--- src/rtl/kpn_channel_fifo_pkg.sv ---
// Shared constants for the KPN process network: token width, default
// channel geometry, and the per-cycle channel operation encoding.
package kpn_channel_fifo_pkg;

    localparam int TOKEN_WIDTH         = 16;
    localparam int DEFAULT_DEPTH       = 8;
    localparam int DEFAULT_ADDR_WIDTH  = $clog2(DEFAULT_DEPTH);
    localparam int DEFAULT_ALMOST_FULL = DEFAULT_DEPTH - 2;

    // Accepted operations in one cycle, encoded as {write, read}.
    typedef enum logic [1:0] {
        OP_IDLE  = 2'b00,
        OP_READ  = 2'b01,
        OP_WRITE = 2'b10,
        OP_BOTH  = 2'b11
    } chan_op_e;

endpackage

--- src/rtl/kpn_fifo_ram.sv ---
// Simple dual-port register array for channel token storage.
// One synchronous write port and one asynchronous (combinational) read port.
module kpn_fifo_ram #(
    parameter int DATA_WIDTH = 16,
    parameter int ADDR_WIDTH = 3
) (
    input  logic                  clk,
    input  logic                  we,
    input  logic [ADDR_WIDTH-1:0] waddr,
    input  logic [DATA_WIDTH-1:0] wdata,
    input  logic [ADDR_WIDTH-1:0] raddr,
    output logic [DATA_WIDTH-1:0] rdata
);

    localparam int WORDS = 1 << ADDR_WIDTH;

    logic [DATA_WIDTH-1:0] mem [WORDS];

    // Write port: store the token on the clock edge when enabled.
    // NOTE: storage has no reset; every slot is written before it can be read,
    // and leaving it out lets the array map onto plain flops or distributed RAM.
    always_ff @(posedge clk) begin
        // NOTE: non-blocking assignment, so a same-edge read sees the old word.
        if (we) begin
            mem[waddr] <= wdata;
        end
    end

    assign rdata = mem[raddr];

endmodule

--- src/rtl/kpn_channel_fifo.sv ---
// Bounded FIFO channel between two KPN processes. Reads from an empty
// channel and writes to a full channel are refused, flagged with sticky
// status bits, and leave the stored tokens untouched.
module kpn_channel_fifo
    import kpn_channel_fifo_pkg::*;
#(
    parameter int DATA_WIDTH        = TOKEN_WIDTH,
    parameter int DEPTH             = DEFAULT_DEPTH,
    parameter int ADDR_WIDTH        = DEFAULT_ADDR_WIDTH,
    parameter int ALMOST_FULL_LEVEL = DEFAULT_ALMOST_FULL
) (
    input  logic                  clk,
    input  logic                  reset,
    input  logic                  wr,
    input  logic [DATA_WIDTH-1:0] data_in,
    input  logic                  rd,
    output logic [DATA_WIDTH-1:0] data_out,
    output logic                  data_valid,
    output logic                  full,
    output logic                  empty,
    output logic                  almost_full,
    output logic [ADDR_WIDTH:0]   count,
    output logic                  overflow,
    output logic                  underflow
);

    localparam int                CW       = ADDR_WIDTH + 1;
    localparam logic [ADDR_WIDTH:0] DEPTH_C  = CW'(DEPTH);
    localparam logic [ADDR_WIDTH:0] AFULL_C  = CW'(ALMOST_FULL_LEVEL);
    localparam logic [ADDR_WIDTH-1:0] PTR_ONE = ADDR_WIDTH'(1);
    localparam logic [ADDR_WIDTH:0] CNT_ONE  = CW'(1);

    logic [ADDR_WIDTH-1:0] wr_ptr;
    logic [ADDR_WIDTH-1:0] rd_ptr;
    logic [DATA_WIDTH-1:0] rdata;
    logic [ADDR_WIDTH:0]   count_next;
    logic                  rd_ok;
    logic                  wr_ok;
    chan_op_e              op;

    // Status decoded from the registered count, valid before the edge.
    assign full        = (count == DEPTH_C);
    assign empty       = (count == '0);
    assign almost_full = (count >= AFULL_C);

    // A read frees a slot in the same cycle, so a full channel still takes a write.
    assign rd_ok = rd && !empty;
    assign wr_ok = wr && (!full || rd_ok);
    assign op    = chan_op_e'({wr_ok, rd_ok});

    // Next occupancy: up on write-only, down on read-only, else hold.
    always_comb begin
        // NOTE: default first so every path assigns count_next and no latch forms.
        count_next = count;
        case (op)
            OP_WRITE: count_next = count + CNT_ONE;
            OP_READ:  count_next = count - CNT_ONE;
            default:  count_next = count;
        endcase
    end

    // Pointers, occupancy, output register and sticky error flags.
    always_ff @(posedge clk) begin
        if (reset) begin
            wr_ptr     <= '0;
            rd_ptr     <= '0;
            count      <= '0;
            data_out   <= '0;
            data_valid <= 1'b0;
            overflow   <= 1'b0;
            underflow  <= 1'b0;
        end else begin
            count      <= count_next;
            data_valid <= rd_ok;
            if (wr_ok) begin
                wr_ptr <= wr_ptr + PTR_ONE;
            end
            if (rd_ok) begin
                rd_ptr   <= rd_ptr + PTR_ONE;
                data_out <= rdata;
            end
            if (wr && !wr_ok) begin
                overflow <= 1'b1;
            end
            if (rd && empty) begin
                underflow <= 1'b1;
            end
        end
    end

    // Token storage; writes are suppressed while the channel is in reset.
    kpn_fifo_ram #(
        .DATA_WIDTH (DATA_WIDTH),
        .ADDR_WIDTH (ADDR_WIDTH)
    ) u_ram (
        .clk   (clk),
        .we    (wr_ok && !reset),
        .waddr (wr_ptr),
        .wdata (data_in),
        .raddr (rd_ptr),
        .rdata (rdata)
    );

endmodule
--- config.mk ---
export PLATFORM = sky130hd
export DESIGN_NAME = kpn_channel_fifo
export DESIGN_NICKNAME = d
export VERILOG_FILES = /design/src/rtl/kpn_channel_fifo_pkg.sv /design/src/rtl/kpn_fifo_ram.sv /design/src/rtl/kpn_channel_fifo.sv
export SDC_FILE = /design/constraint.sdc
export NUM_CORES = 1
export LEC_CHECK = 0
export CORE_UTILIZATION = 43
export CTS_CLUSTER_SIZE = 8
export DETAILED_ROUTE_END_ITERATION = 7
export GPL_TIMING_DRIVEN = 0
export PLACE_DENSITY = 0.7
export SYNTH_ARGS = -nofsm -noshare
export SYNTH_HDL_FRONTEND = slang
export SYNTH_SLANG_ARGS = --single-unit
--- constraint.sdc ---
create_clock -name clk -period 9.7 [get_ports clk]
set_input_delay 2.425 -clock clk [delete_from_list [all_inputs] [get_ports clk]]
set_output_delay 2.425 -clock clk [all_outputs]
set_load 0.01 [all_outputs]
## Word level (Yosys, flattened, before mapping)

Memory sizes are Yosys's and may differ from the RTL's. A register that Yosys moved wholly into a read port is not among the register bits.
Index checks and enable logic that the tools add are counted.
Widths: inputs -> output; s select.

| cells by class | value |
|---|---|
| $add $sub $neg | 4 |
| order comparisons | 1 |
| equality and inequality tests | 3 |
| multiplexer cells | 3 |
| reduce and logical (&&, ||, !) cells | 12 |

Operators with widths:

| operator | count |
|---|---|
| $pmux 4 s2 | 1 |
| $add 3x1->3 const B | 2 |
| $logic_and 1x1->1 | 5 |
| $add 4x1->4 const B | 1 |
| $eq 4x4->1 const B | 1 |
| $ge 4x3->1 const B | 1 |
| $logic_not 1->1 | 4 |
| $logic_not 4->1 | 1 |
| $sub 4x1->4 const B | 1 |
| $eq 2x1->1 const B | 1 |
| $eq 2x2->1 const B | 1 |
| $mux 1 | 2 |
| $reduce_bool 2->1 | 1 |
| $logic_or 1x1->1 | 1 |

| storage, ports and cells | value |
|---|---|
| register bits | 13 |
| memory bits (writable) | 128 |
| input port bits | 20 |
| output and inout bits | 26 |
| word-level logic and storage cells | 30 |
| memories | 1 |

Memory list:

| name | depth | bits a word | read ports | clocked after memory_dff | write ports | RTL line | source |
|---|---|---|---|---|---|---|---|
| u_ram.mem | 8 | 16 | 1 | 1 | 1 | kpn_fifo_ram.sv:17 | `logic [DATA_WIDTH-1:0] mem [WORDS];` |

## Depth between registers and ports, before layout

Gate-level depths: netlist (run 1).

| logic depth | value |
|---|---|
| depth in word-level cells | 8 |
| gate-level depth with buffers | 10 |
| depth with buffers taken out | 8 |

## Hierarchy

From an unflattened synthesis (run 1), not the netlist that was laid out.

| unflattened totals | value |
|---|---|
| cell total of the unflattened synthesis | 344 |
| area total of the unflattened synthesis | 6224.7 sq um |

By module, submodules not included:

| module | instances | cells each | area each (sq um) | sequential area each (sq um) |
|---|---|---|---|---|
| kpn_fifo_ram | 1 | 198 | 4973.5 | 3843.7 |
| kpn_channel_fifo | 1 | 146 | 1251.2 | 580.6 |

## Worst setup path before layout (run 1)

No wires, ideal clock.

| timing path | value |
|---|---|
| kind | input to register |
| start point | input port rd |
| end point | memory u_ram.mem[0][0], enable pin |
| library setup time | 0.436 ns |
| arrival | 4.620 ns |
| path slack | 4.644 ns |
| stages on the path | 4 |
| path buffers | 1 |
| cells stage by stage | clkbuf_8 -> nand2b_1 -> o21ai_4 -> nor4b_1 |

| between the ends | value |
|---|---|
| longest elaborated chain between the ends | 6 |

Ends and longest elaborated chain:

| what | RTL line | source |
|---|---|---|
| start: declaration | kpn_channel_fifo.sv:16 | `input logic rd,` |
| $logic_and 1x1->1 | kpn_channel_fifo.sv:47 | `assign rd_ok = rd && !empty;` |
| $logic_or 1x1->1 | kpn_channel_fifo.sv:48 | `assign wr_ok = wr && (!full \|\| rd_ok);` |
| $logic_and 1x1->1 | kpn_channel_fifo.sv:48 |  |
| $logic_and 1x1->1 | kpn_channel_fifo.sv:97 | `.we (wr_ok && !reset),` |
| $mux 1 | kpn_fifo_ram.sv:24 | `if (we) begin` |
| $mux 1 (implied by the code) | kpn_fifo_ram.sv:25 | `mem[waddr] <= wdata;` |
| end: declaration | kpn_fifo_ram.sv:17 |  |

No other way between the ends.

## Worst setup path after layout (run 1)

| timing path | value |
|---|---|
| start point | register count[0] |
| end point | output port full |

| between the ends | value |
|---|---|
| longest elaborated chain between the ends | 1 |

Ends and longest elaborated chain:

| what | RTL line | source |
|---|---|---|
| start: declaration | kpn_channel_fifo.sv:22 | `output logic [ADDR_WIDTH:0] count,` |
| start signal: assignment | kpn_channel_fifo.sv:73 | `count <= count_next;` |
| $eq 4x4->1 | kpn_channel_fifo.sv:42 | `assign full = (count == DEPTH_C);` |
| end: declaration | kpn_channel_fifo.sv:19 | `output logic full,` |

No other way between the ends.

==> flow_metrics.tcl, run 1 <==
set metrics [dict create \
    synth.top_cell.area_share_pct 62.0 \
    whs_ns 0.485 \
    tns_ns 0 \
    maxSlewHeadroom_pct 34.5 \
    overflow 0 \
    crit_chain "buf_6 -> nor3_1 -> and2_1 -> clkdlybuf4s50_1" \
    drcViolationCount 0 \
    cts_setup_buffers 0 \
    vias 3264 \
    cts_buffers 17 \
    fmax_mhz 219 \
    rows 43 \
    cp_slowest_cell "clkdlybuf4s50_1" \
    timing.final.crit_share_pct 47.0 \
    finalHoldViolations 0 \
    p_comb_share_pct 26.5 \
    register_area_mm2 0.00442 \
    vias_per_cell 5.42 \
    die_x_um 122 \
    seq_area_frac_synth_pct 71.4 \
    setup_viol 0 \
    status "finished, final reports clean" \
    ys_ff_latch 157 \
    cts_sinks 157 \
    cap_violations 0 \
    power.internal_mw 1.53 \
    p_total_mw 2.08 \
    finalCriticalPeriod_ns 4.56 \
    pin_count 46 \
    worstPathMaxFanout 7 \
    place_congestion 0.734 \
    power_frac_seq_pct 39.8 \
    switchingPower_mw 0.551 \
    post_cts_resized 0 \
    r2r_slack_ns 7.24 \
    finClkSkew_ns 0.0109 \
    worstSkewPairLatency_ns 0.42 \
    path_clk_slew_ns 0.06 \
    synthDistinctLibCells 40 \
    pwr-share-clk_pct 33.7 \
    synth_edf_count 128 \
    wl_mm 12.6 \
    grt_pass1_vias 3402 \
    tritoncts "built" \
    synth_ff_type "edfxtp_1" \
    crit_path_max_incr_delay_ns 0.53 \
    cts_root_buf "clkbuf_16" \
    path_class "reg2out" \
    wl_per_cell_um 20.9 \
    h-tree-depth 4 \
    final_max_slew_viol_count 0 \
    crit_family "simple AND/OR/NAND/NOR gates" \
    min_path_type "reg2reg" \
    syn-mean-instance-area_um2 18.4 \
    yosysWarnings 0 \
    cts_buffer_depth 2 \
    synth_top_area_cell "edfxtp_1" \
    grt_max_degree 17 \
    ant_nets 0 \
    synth_cells 336 \
    antenna_found_initial 0 \
    power.density_mw_per_mm2 272 \
    worstMarginPinSlew_ns 0.980 \
    yosysMostFrequentCell "edfxtp_1" \
    antenna_cells 0 \
    syn-cell-area_mm2 0.00619 \
    initial_utilization_pct 44.3 \
    port_buffers 43 \
    final_nets 435 \
    grt_usage_pct 18.8 \
    synth_fp_nets 361 \
    drtIter0Drc 224 \
    cts-hold-fix-buffers 0 \
    drive_above_1_share_pct 25.1 \
    cp-start-kind "register" \
    ys_top_cells_by_count "edfxtp_1, nor2_1, mux4_2, dfxtp_1, mux2i_1" \
    p_sw_share_pct 26.5 \
    multi_input_area_mm2 0.00161 \
    power_leakage_nw 2.51 \
    syn_to_final_growth_pct 23.4 \
    rsz0062_at_grt "false" \
    synthArstFlopShare_pct 0 \
    critPathCaptureType "output port" \
    arrival_ns 2.13 \
    required_ns 7.28 \
    dp_hpwl_mm 8.31 \
    fp.dieH_um 122 \
    dieArea_mm2 0.0149 \
    filler_cell_count 1075 \
    cp_num_buf_inv 2 \
    grt_pass1_wl_mm 19.4 \
    synth_top_cells_by_area "edfxtp_1, mux4_2, dfxtp_1, mux2i_1, nor2_1" \
    irDropWorstVdd_v 0.000145 \
    floorplan.core_area_mm2 0.0140 \
    first_pass_iters 4 \
]
[layout make-up]
class	instances	share of cell area (%)
buffer	22	2.37
clock inverter	14	2.62
tap	180	2.95
timing repair buffer	55	7.40
inverter	5	0.245
multi-input combinational	152	21.0
sequential	157	57.9
clock buffer	17	5.56
[tightest hold or removal path: cells and delay by family, from the launching register on]
kind	cells	cell delay, ns
compound gates	1	0.05
flops	1	0.33
simple gates	1	0.07
[routing by layer]
metal	GRT usage (%)	vias to the layer above	routed length (um)
met5	0	-	0
met4	7.95	0	202
met3	5.20	15	611
met2	29.1	98	6290
met1	24.9	1670	5480
li1	-	1481	-
[per-stage QoR]
stage | cells | cell area [um2] | setup WS [ns] | util, %
after floorplan | 336 | 6190 | 4.64 | -
after global placement | 559 | 6850 | 2.61 | 49.0
after detailed placement | 571 | 7020 | 5.00 | 50.2
after CTS | 602 | 7650 | 5.10 | 54.7
after global routing | 602 | 7650 | 5.03 | 54.7
final | 602 | 7650 | 5.14 | 54.7
[worst paths after layout]
kind	from	end	depth (start not counted)
worst max-delay path	count[0]	full	4
worst min-delay path	underflow	underflow	2
worst max register to register	count[0]	count[3]	10
worst min register to register	underflow	underflow	2
[sequential cells by signal (all words and copies together) (netlist names)]
name,cells
count,4
data_out,16
data_valid,1
overflow,1
rd_ptr,3
u_ram.mem,128
underflow,1
wr_ptr,3
[logic make-up (layout without fill, tap and decap cells)]
kind of cell,count (synthesis),after routing,share of synthesized area (%)
flops,157,157,71.4
simple gates,59,59,4.32
xor+xnor,7,7,0.990
buf+inv,27,113,3.23
mux,50,50,14.5
fa+ha+maj,5,5,1.13
compound gates,31,31,4.36
[power groups by stage]
stage	logic, mW	registers [mW]	clock network (mW)
2_1_floorplan	0.345	0.849	0
3_3_place_gp	0.541	0.839	0
3_5_place_dp	0.558	0.841	0
4_1_cts	0.561	0.827	0.713
5_1_grt	0.595	0.833	0.738
6_report	0.551	0.827	0.699
[layout by cell type (no fill, tap or decap), drive strengths merged, types with 2 or more instances in the layout]
cell type	instances
nor2	35
mux4	32
inv	5
clkbuf	23
buf	28
nor3	4
dfxtp	29
xor2	3
nand4	3
clkinv	9
o21ai	2
edfxtp	128
xnor2	4
or3	3
a211oi	18
nand2	6
bufinv	5
o311a	2
nand2b	2
clkdlybuf4s50	43
nand3	2
mux2i	18
ha	4
a21oi	3
o211ai	2
Note: power is estimated with default switching activity, not from simulation.
==> run 2: changes to the inputs <==
==> constraint.sdc (replaced) <==
create_clock -name clk -period 4.7 [get_ports clk]
set_input_delay 1.175 -clock clk [delete_from_list [all_inputs] [get_ports clk]]
set_output_delay 1.175 -clock clk [all_outputs]
set_load 0.01 [all_outputs]
==> results of run 2 <==
The final DEF is identical to that of run 1. Status: finished, final reports clean.
Among the figures that moved: setup slack after placement 5.00 ns -> 1.25 ns; setup slack after layout 5.14 ns -> 1.39 ns; register-to-register setup slack 7.24 ns -> 2.24 ns; total power 2.08 mW -> 4.29 mW; worst IR drop on VDD 0.000145 V -> 0.000300 V
==> run 3: changes to the inputs <==
==> constraint.sdc (replaced) <==
create_clock -name clk -period 3.2 [get_ports clk]
set_input_delay 0.8 -clock clk [delete_from_list [all_inputs] [get_ports clk]]
set_output_delay 0.8 -clock clk [all_outputs]
set_load 0.01 [all_outputs]
==> flow_metrics.tcl, run 3 (synthesis gave the netlist of run 1 again) <==
set metrics [dict create \
    status "finished, final reports clean" \
    h-tree-depth 4 \
    register_area_mm2 0.00442 \
    cts_sinks 157 \
    cts_setup_buffers 0 \
    first_pass_iters 4 \
    irDropWorstVdd_v 0.000583 \
    grt_usage_pct 18.7 \
    crit_path_max_incr_delay_ns 0.54 \
    antenna_cells 0 \
    cts_root_buf "clkbuf_16" \
    multi_input_area_mm2 0.00162 \
    path_clk_slew_ns 0.06 \
    critPathCaptureType "output port" \
    timing.final.ws_setup_ns 0.309 \
    initial_utilization_pct 44.3 \
    layout_commonest_cell "edfxtp_1" \
    port_buffers 43 \
    cts-hold-fix-buffers 0 \
    setup_viol 0 \
    drive_above_1_share_pct 24.8 \
    maxSlewHeadroom_pct 33.4 \
    dieArea_mm2 0.0149 \
    min_path_type "reg2reg" \
    timing.final.crit_share_pct 90.3 \
    die_x_um 122 \
    final_cell_mix "edfxtp_1, clkdlybuf4s50_1, nor2_1, mux4_2, dfxtp_1" \
    drcViolationCount 0 \
    largest_reg_flops 128 \
    place_congestion 0.731 \
    power_leakage_nw 2.45 \
    final_area_mm2 0.00758 \
    post_cts_resized 0 \
    reg_top3 "u_ram.mem (128), data_out (16), count (4)" \
    vias_per_cell 5.48 \
    filler_cell_count 1115 \
    post-route-util_pct 54.2 \
    cts_buffer_depth 2 \
    cts_buffers 17 \
    dp_hpwl_mm 8.02 \
    pin_count 46 \
    wl_mm 12.7 \
    fin_cells 599 \
    drtIter0Drc 313 \
    path_class "reg2out" \
    finalCriticalPeriod_ns 2.89 \
    worstPathMaxFanout 7 \
    tritoncts "built" \
    antenna_found_initial 0 \
    rsz0062_at_grt "false" \
    pre_cts_ws_ns 0.0889 \
    finalHoldViolations 0 \
    dr_wl_met3_um 600 \
    dr_wl_met2_mm 6.38 \
    regMostFlops "u_ram.mem" \
    grt_pass1_vias 3466 \
    postPlaceCellArea_mm2 0.00701 \
    grt_max_degree 17 \
    r2r_slack_ns 0.79 \
    crit_chain "buf_6 -> nor3_1 -> and2_1 -> clkdlybuf4s50_1" \
    dp.cells 567 \
    floorplan.core_area_mm2 0.0140 \
    overflow 0 \
    worstSkewPairLatency_ns 0.42 \
    worstMarginPinSlew_ns 0.993 \
    final_max_slew_viol_count 0 \
    vias 3285 \
    finClkSkew_ns 0.00576 \
    cp_slowest_cell "clkdlybuf4s50_1" \
    routed.top_layer "met4" \
    syn_to_final_growth_pct 22.4 \
    whs_ns 0.468 \
    grt_pass1_wl_mm 19.4 \
    fmax_mhz 346 \
    drt-met1-wl_mm 5.44 \
    fp.dieH_um 122 \
    cap_violations 0 \
    power.density_mw_per_mm2 809 \
    rows 43 \
    ant_nets 0 \
    required_ns 2.40 \
    cp-start-kind "register" \
    wl_per_cell_um 21.2 \
    final_nets 431 \
    arrival_ns 2.09 \
]
==> run 3: cell count changes in the layout (fill, tap and decap cells not counted), moves of 2 or more <==
cell / before / now
clkinvlp_4: 0 / 5
buf_4: 5 / 2
bufinv_16: 5 / 2
buf_6: 14 / 12
clkinv_1: 2 / 0
inv_6: 0 / 2
==> run 3: per-stage QoR <==
| stage | TNS [ns] | power, mW |
|---|---|---|
| floorplan | 0 | 3.62 |
| finish | 0 | 6.14 |
| detailed placement | 0 | 4.23 |
| global route | 0 | 6.38 |
| global placement | -95.03 | 4.18 |
| CTS | 0 | 6.18 |
==> run 3: worst max-delay path, delay by kind of cell (launching register included) <==
| kind | cells | cell delay (ns) |
|---|---|---|
| AND/OR/NAND/NOR | 2 | 0.68 |
| flip-flops | 1 | 0.32 |
| buffers and inverters | 2 | 0.68 |
==> run 3: where the power goes <==
part           internal (mW)  leakage, nW  switching [mW]
combinational          0.874        0.786           0.805
sequential              2.38         1.39           0.125
clock                   1.15        0.268           0.805
==> run 3: path summary, 6_finish.rpt <==
| kind | end | startpoint | depth (start not counted) |
|---|---|---|---|
| hold reg to reg | underflow | underflow | 2 |
| setup reg to reg | count[3] | count[0] | 10 |
| setup / recovery | full | count[0] | 4 |
| hold / removal | underflow | underflow | 2 |
==> run 3: area by class of cell <==
| type | count | area share (%) |
|---|---|---|
| inverters | 5 | 0.248 |
| clock inverters | 14 | 1.90 |
| well taps | 180 | 2.97 |
| repair buffers | 51 | 7.06 |
| clock buffers | 18 | 5.66 |
| multi-input cells | 152 | 21.4 |
| flip-flops and latches | 157 | 58.4 |
| plain buffers | 22 | 2.39 |
==> run 3: metal layers <==
layer / vias to the layer above / global-route usage [%]
li1: 1474 / -
met1: 1683 / 23.8
met2: 103 / 30.6
met3: 25 / 4.12
met4: 0 / 8.18
met5: - / 0
